--- src/rtl/led_pixel_feeder.sv ---
// Frame buffer and pixel sequencer feeding a WS2812 string driver: holds NUM_LEDS colours,
// streams them on pix_req, then idles GAP_CYCLES for the latch. Option: AUTO_REFRESH_EN.
module led_pixel_feeder #(
  parameter  int NUM_LEDS   = 8,
  parameter  int GAP_CYCLES = 3000,
  localparam int IDX_W      = $clog2(NUM_LEDS),
  localparam int CNT_W      = $clog2(GAP_CYCLES)
) (
  input  logic             clk,
  input  logic             rst,
  input  logic             wr_en,
  input  logic [IDX_W-1:0] wr_addr,
  input  logic [23:0]      wr_data,
  input  logic             frame_start,
  input  logic             pix_req,
  output logic [23:0]      rgb,
  output logic             pix_valid,
  output logic             busy,
  output logic             frame_done
);

  typedef enum logic [1:0] {
    ST_IDLE = 2'd0,
    ST_SEND = 2'd1,
    ST_GAP  = 2'd2
  } state_t;

  state_t           r_state;
  logic [IDX_W-1:0] r_idx;
  logic [CNT_W-1:0] r_cnt;
  logic [23:0]      r_rgb;
  logic             r_pix_valid;
  logic             r_busy;
  logic             r_frame_done;
  logic [23:0]      r_mem [NUM_LEDS];

  state_t           w_state_nxt;
  logic [IDX_W-1:0] w_idx_nxt;
  logic [CNT_W-1:0] w_cnt_nxt;
  logic [23:0]      w_rgb_nxt;
  logic             w_valid_nxt;
  logic             w_busy_nxt;
  logic             w_done_nxt;
  logic [IDX_W-1:0] w_idx_inc;
  logic             w_addr_ok;
  logic             w_last;
  logic             w_cnt_zero;

  assign w_idx_inc  = r_idx + IDX_W'(1);
  assign w_addr_ok  = ({1'b0, wr_addr} < (IDX_W+1)'(NUM_LEDS));
  assign w_last     = (r_idx == IDX_W'(NUM_LEDS - 1));
  assign w_cnt_zero = (r_cnt == CNT_W'(0));

  // Colour memory; out-of-range addresses are dropped.
  always_ff @(posedge clk or negedge rst) begin
    if (!rst) begin
      for (int i = 0; i < NUM_LEDS; i++) begin
        r_mem[i] <= 24'h0;
      end
    end else if (wr_en && w_addr_ok) begin
      r_mem[wr_addr] <= wr_data;
    end
  end

  // Sequencer next-state and registered-output values.
  always_comb begin
    w_state_nxt = r_state;
    w_idx_nxt   = r_idx;
    w_cnt_nxt   = r_cnt;
    w_rgb_nxt   = r_rgb;
    w_valid_nxt = r_pix_valid;
    w_busy_nxt  = r_busy;
    w_done_nxt  = 1'b0;
    case (r_state)
      ST_IDLE: begin
        // The frame_done cycle is still part of the finished frame, so a start there is dropped.
        if (frame_start && !r_frame_done) begin
          w_state_nxt = ST_SEND;
          w_idx_nxt   = IDX_W'(0);
          w_rgb_nxt   = r_mem[0];
          w_valid_nxt = 1'b1;
          w_busy_nxt  = 1'b1;
        end else begin
          w_state_nxt = ST_IDLE;
        end
      end
      ST_SEND: begin
        if (pix_req && w_last) begin
          w_state_nxt = ST_GAP;
          w_rgb_nxt   = 24'h0;
          w_valid_nxt = 1'b0;
          w_cnt_nxt   = CNT_W'(GAP_CYCLES - 1);
        end else if (pix_req) begin
          w_idx_nxt = w_idx_inc;
          // A write landing on the next pixel in this same cycle must not be missed.
          if (wr_en && (wr_addr == w_idx_inc)) begin
            w_rgb_nxt = wr_data;
          end else begin
            w_rgb_nxt = r_mem[w_idx_inc];
          end
        end else begin
          w_state_nxt = ST_SEND;
        end
      end
      ST_GAP: begin
        if (w_cnt_zero) begin
          w_done_nxt = 1'b1;
`ifdef AUTO_REFRESH_EN
          w_state_nxt = ST_SEND;
          w_idx_nxt   = IDX_W'(0);
          w_rgb_nxt   = r_mem[0];
          w_valid_nxt = 1'b1;
          w_busy_nxt  = 1'b1;
`else
          w_state_nxt = ST_IDLE;
          w_busy_nxt  = 1'b0;
`endif
        end else begin
          w_cnt_nxt = r_cnt - CNT_W'(1);
        end
      end
      default: begin
        w_state_nxt = ST_IDLE;
        w_idx_nxt   = IDX_W'(0);
        w_cnt_nxt   = CNT_W'(0);
        w_rgb_nxt   = 24'h0;
        w_valid_nxt = 1'b0;
        w_busy_nxt  = 1'b0;
      end
    endcase
  end

  // State and output registers.
  always_ff @(posedge clk or negedge rst) begin
    if (!rst) begin
      r_state      <= ST_IDLE;
      r_idx        <= IDX_W'(0);
      r_cnt        <= CNT_W'(0);
      r_rgb        <= 24'h0;
      r_pix_valid  <= 1'b0;
      r_busy       <= 1'b0;
      r_frame_done <= 1'b0;
    end else begin
      r_state      <= w_state_nxt;
      r_idx        <= w_idx_nxt;
      r_cnt        <= w_cnt_nxt;
      r_rgb        <= w_rgb_nxt;
      r_pix_valid  <= w_valid_nxt;
      r_busy       <= w_busy_nxt;
      r_frame_done <= w_done_nxt;
    end
  end

  assign rgb        = r_rgb;
  assign pix_valid  = r_pix_valid;
  assign busy       = r_busy;
  assign frame_done = r_frame_done;

endmodule

--- config.mk ---
export PLATFORM = sky130hd
export DESIGN_NAME = led_pixel_feeder
export DESIGN_NICKNAME = d
export VERILOG_FILES = /design/src/rtl/led_pixel_feeder.sv
export SDC_FILE = /design/constraint.sdc
export NUM_CORES = 1
export LEC_CHECK = 0
export ABC_AREA = 1
export CORE_UTILIZATION = 50
export DETAILED_ROUTE_END_ITERATION = 16
export PLACE_DENSITY = 0.68
export SETUP_SLACK_MARGIN = 0.15
export SLEW_MARGIN = 20
export SYNTH_ARGS = -nofsm -noshare
export SYNTH_HDL_FRONTEND = slang
export SYNTH_SLANG_ARGS = --single-unit
--- constraint.sdc ---
create_clock -name clk -period 5 [get_ports clk]
set_input_delay 1 -clock clk [delete_from_list [all_inputs] [get_ports clk]]
set_output_delay 1 -clock clk [all_outputs]
set_load 0.01 [all_outputs]
Word level (Yosys, flattened, before mapping). Cells that the tools add are included. Widths: inputs -> output; s select.

Bits in registers: 236.

Equal/unequal tests: 12. $lt $le $gt $ge: 3. Add/sub/neg operators: 2. Bitwise logic cells: 5. Multiplexer cells: 30. Reduce and logical (&&, ||, !) cells: 13.

Operators with widths (count): $bwmux 192 (1); $mux 24 (7); $bmux 24 s3 (1); $demux 24 s3 (1); $pmux 24 s3 (1); $pmux 12 s3 (1); $mux 12 (2); $logic_not 12->1 (1); $ne 2x2->1 const B (6); $reduce_and 3->1 (4); $sub 12x1->12 const B (1); $mux 3 (3); $pmux 3 s3 (1); $ge 4x4->1 const B (2); $not 3->4 (2); $mux 1 (6); $mux 2 (3); $ne 3x3->1 const B (2); $pmux 1 s3 (2); $pmux 2 s3 (1); $logic_and 1x1->1 (4); $lt 4x1->1 const B (1); $reduce_and 4->1 (1); $add 3x1->3 const B (1); other kinds (8) (10).

Depth between registers and ports, before layout.
Depth in word-level cells: 9. Mapped depth: 15. Mapped depth without buffers: 13.

Worst setup path before layout. No wires, ideal clock.

Path type: input port to flip-flop. Start: input port pix_req. End: register r_cnt[10]. Data required time: 4877 ps. Arrival time: 1829 ps. Stages: 10. Path slack: 3049 ps. Buffers on the path: 0. Setup time: 123 ps. Cells stage by stage: nand2_1 -> inv_2 -> nor2_2 -> nor2_1 -> nand2_2 -> inv_2 -> nand2_1 -> nand2_1 -> nand2_1 -> nor2_1.

Longest elaborated chain between the ends: 3.

Ends and longest elaborated chain: start: declaration (line 15) `input logic pix_req,`; $logic_and 1x1->1 (line 88) `if (pix_req && w_last) begin`; $ne 2x2->1 (no source line); $reduce_and 3->1 (no source line); end signal: assignment (line 146) `r_cnt <= w_cnt_nxt;`; end: declaration (line 30) `logic [CNT_W-1:0] r_cnt;`.

Every way passes these cells. A chain may end at the register's enable or synchronous reset.

Worst setup path after layout.
Start: register r_idx[0]. End: register r_rgb[13], in the netlist rgb[13].

Longest elaborated chain between the ends: 9. Elaborated cells on any way between the ends: 15.

Ends and longest elaborated chain: start: declaration (line 29) `logic [IDX_W-1:0] r_idx;`; start signal: assignment (line 145) `r_idx <= w_idx_nxt;`; $add 3x1->3 (line 49) `assign w_idx_inc = r_idx + IDX_W'(1);`; $not 3->4 (not written as such) (line 99) `w_rgb_nxt = r_mem[w_idx_inc];`; $bmux 24 s3 (line 99); $mux 24 (not written as such) (2 in a row) (line 99); $mux 24 (line 96) `if (wr_en && (wr_addr == w_idx_inc)) begin`; $mux 24 (line 93) `end else if (pix_req) begin`; $mux 24 (line 88); $pmux 24 s3 (line 74) `case (r_state)`; end signal: assignment (line 147) `r_rgb <= w_rgb_nxt;`; end: declaration (line 31) `logic [23:0] r_rgb;`.

Several ways; a longest one is shown, not always the timed one. The select of a mux whose other input is x is not followed.

==> metrics <==
routability cong.=between 0.8 and 0.9; gr usage total=between 20% and 30%; CP required=between 5000 and 6000 ps; post-route ant nets=0; CTS resizes=0; via count=between 9,000 and 10,000; die extent in y=153.2 um; share of the synthesized area in the top cell type=around 52%; Max-Cap Viols=0; # fillers=between 2,000 and 2,500; min cycle time layout=between 3000 and 4000 ps; hpwl dp=17.22 mm; Fin Setup TNS=0 ps; Critical Path AT=3760 ps; YS warnings=0; Setup CP Type=reg -> reg; leakage=0.006401 uW; drt wl/cell=between 15 and 20 um; Overflow after GRT=0; io pins=59; PwrDens=~620 nW/um2; RSZ-0062 raised after global routing=no; CTS Buf Count=27; Post-Route WL=approximately 30 mm; Cells after Synth=between 1,000 and 1,500; H-tree levels=1; final setup violation count=0; Clock Skew=just under 5 ps; syn_nets=1,537; Worst setup EP type=register; CTS Buffer Depth=3; Yosys reg bits=about 240; Antenna diodes=0; max-slew violations=0; Post-CTS Repair Setup Buffers=0; core area=roughly 22,000 um2; top post-synthesis cells by area=dfrtp_1 (52%), nand2_1 (19%), nand3_1 (9.1%); CTS tree=done; # hold bufs at CTS=0; Starting Density=51.75%; CTS root buf=clkbuf_16; Worst Tran Pin Value=1096 ps; P&R area growth vs syn=13.18%; Rows=54; clock sinks=about 240; Max-slew headroom=between 20% and 30%; Worst setup startpoint=r_idx[0]$_DFFE_PN0P_; Startpoint Class=register; IO Port Bufs=a little under 60; worst hold-check path type=in -> async; Mean Syn Cell Area=about 7.6 um2; reg-to-reg startpoint=r_idx[0]$_DFFE_PN0P_; Max FO, Critical Path=between 40 and 50; post-synthesis cell type count=24; drt first pass iters=5; layout cells sized above 1=around 5.6%; Die Area=23,480 um2; mapped cell area=between 10,000 and 15,000 um2; period utilization=about two thirds; Final Util=58.57%; Highest Clock Rate=303.6 MHz; drt drc=0; post-DR vias/cell=around 5.4; Chip Width=around 150 um; register area share after synthesis=between 50% and 60%; Worst-path clk slew=approximately 60 ps; global-route wire length before repair=50.38 mm; initial antenna violation count=0; Clock Latency Late Sink=around 530 ps; placed cells=~1,800; status=complete, no violations; Hold Fails Final Rpt=0; leading area contributor after synthesis=dfrtp_1; Finished Layout Cells=around 1,800; DR iter-0 viols=~970; Final nets=between 1,500 and 2,000; VDD IR max=between 0.3 and 0.4 mV; largest net degree at the start of global routing=roughly 120; vias in the first global route=roughly 9,400
==> cells in the final DEF, fill, tap and decap left out, types with 2 or more instances in the layout <==
cell type and instances:
buf_4 18, o21ai_0 184, nor2_2 3, inv_2 8, dfrtp_1 235, nand2_2 4, nand2_1 590, nand3_1 206
nor2_1 53, a21oi_1 28, clkbuf_16 27, inv_1 71, clkinv_2 5, clkbuf_1 3, clkdlybuf4s50_1 57, nor2_8 2
ha_1 6, clkbuf_8 11, xnor2_1 3
==> layout make-up <==
class	instances	area, um2	area share [%]
Clock buffer	41	838.3	6.478
Clock inverter	5	25.02	0.1934
Sequential cell	236	5909	45.67
Multi-Input combinational cell	1088	4776	36.91
Tap cell	280	350.3	2.707
Timing Repair Buffer	77	740.7	5.724
Inverter	80	300.3	2.321
==> final timing paths <==
| kind | slack [ps] | end | depth (start not counted) |
|---|---|---|---|
| setup / recovery | 1710 | rgb[13]$_DFFE_PN0P_ | 12 |
| hold / removal | 440 | r_mem[147]$_DFFE_PN0P_ | 1 |
| setup reg to reg | 1710 | rgb[13]$_DFFE_PN0P_ | 12 |
| hold reg to reg | 480 | rgb[2]$_DFFE_PN0P_ | 2 |
| max in group asynchronous | 3490 | r_mem[65]$_DFFE_PN0P_ | 2 |
| min in group clk | 480 | rgb[2]$_DFFE_PN0P_ | 2 |
==> state kept, by name, summed over array words and instances (netlist names) <==
name,cells
frame_done,1
pix_valid,1
r_idx,3
busy,1
rgb,24
r_state,2
r_mem,192
r_cnt,12
==> cells in the mapped netlist, drive strengths merged <==
master and n:
buf 54, nor2 59, a21oi 28, clkbuf 40, ha 7, o21bai 1
dfrtp 236, inv 80, xnor2 3, o21ai 184, nor3 2, nand3 207
nand3b 1, nor3b 1, nand2 595
==> cell families after synthesis <==
family / synth area share, %
compound gates: 9.346
flops: 51.65
fa+ha+maj: 0.7660
simple gates: 31.32
xor+xnor: 0.2299
buf+inv: 6.686
==> power by group <==
group	switching [uW]	leakage (uW)	internal (uW)
combinational	2210	0.00303	1180
sequential	352	0.00293	2370
clock	768	0.000435	1140
==> per-stage QoR <==
step                instance area, um2  hold WS (ps)  setup slack (ps)  total power, uW
detailed placement               12080         469.9              1757             6114
CTS                              12940         469.6              1738             8047
floorplan                        11430         453.4              3049             5111
finish                           12940         444.0              1706             8027
global route                     12940         489.5              1578             8640
global placement                 12080         466.0              1764             6070
==> routing by layer <==
| layer | GRT usage (%) | vias to the layer above | wire (um) |
|---|---|---|---|
| met5 | 0 | - | 0 |
| met4 | 6.109 | 0 | 510 |
| met3 | 3.402 | 36 | 1819 |
| met2 | 43.07 | 296 | 13580 |
| met1 | 38.92 | 4652 | 13970 |
| li1 | - | 4823 | - |
==> worst max-delay path, cell delays in order, from the launching register on <==
cell     delay, ps
dfrtp_4        720
ha_2           290
ha_1           730
inv_2           70
nand2_1         90
nand2_2         90
nor2_8         390
nand2_4        350
nand3_1        200
nand2_1         70
nand2_1         90
nand2_1         60
nand2_1         50
Power figures use the tool's default switching activity.
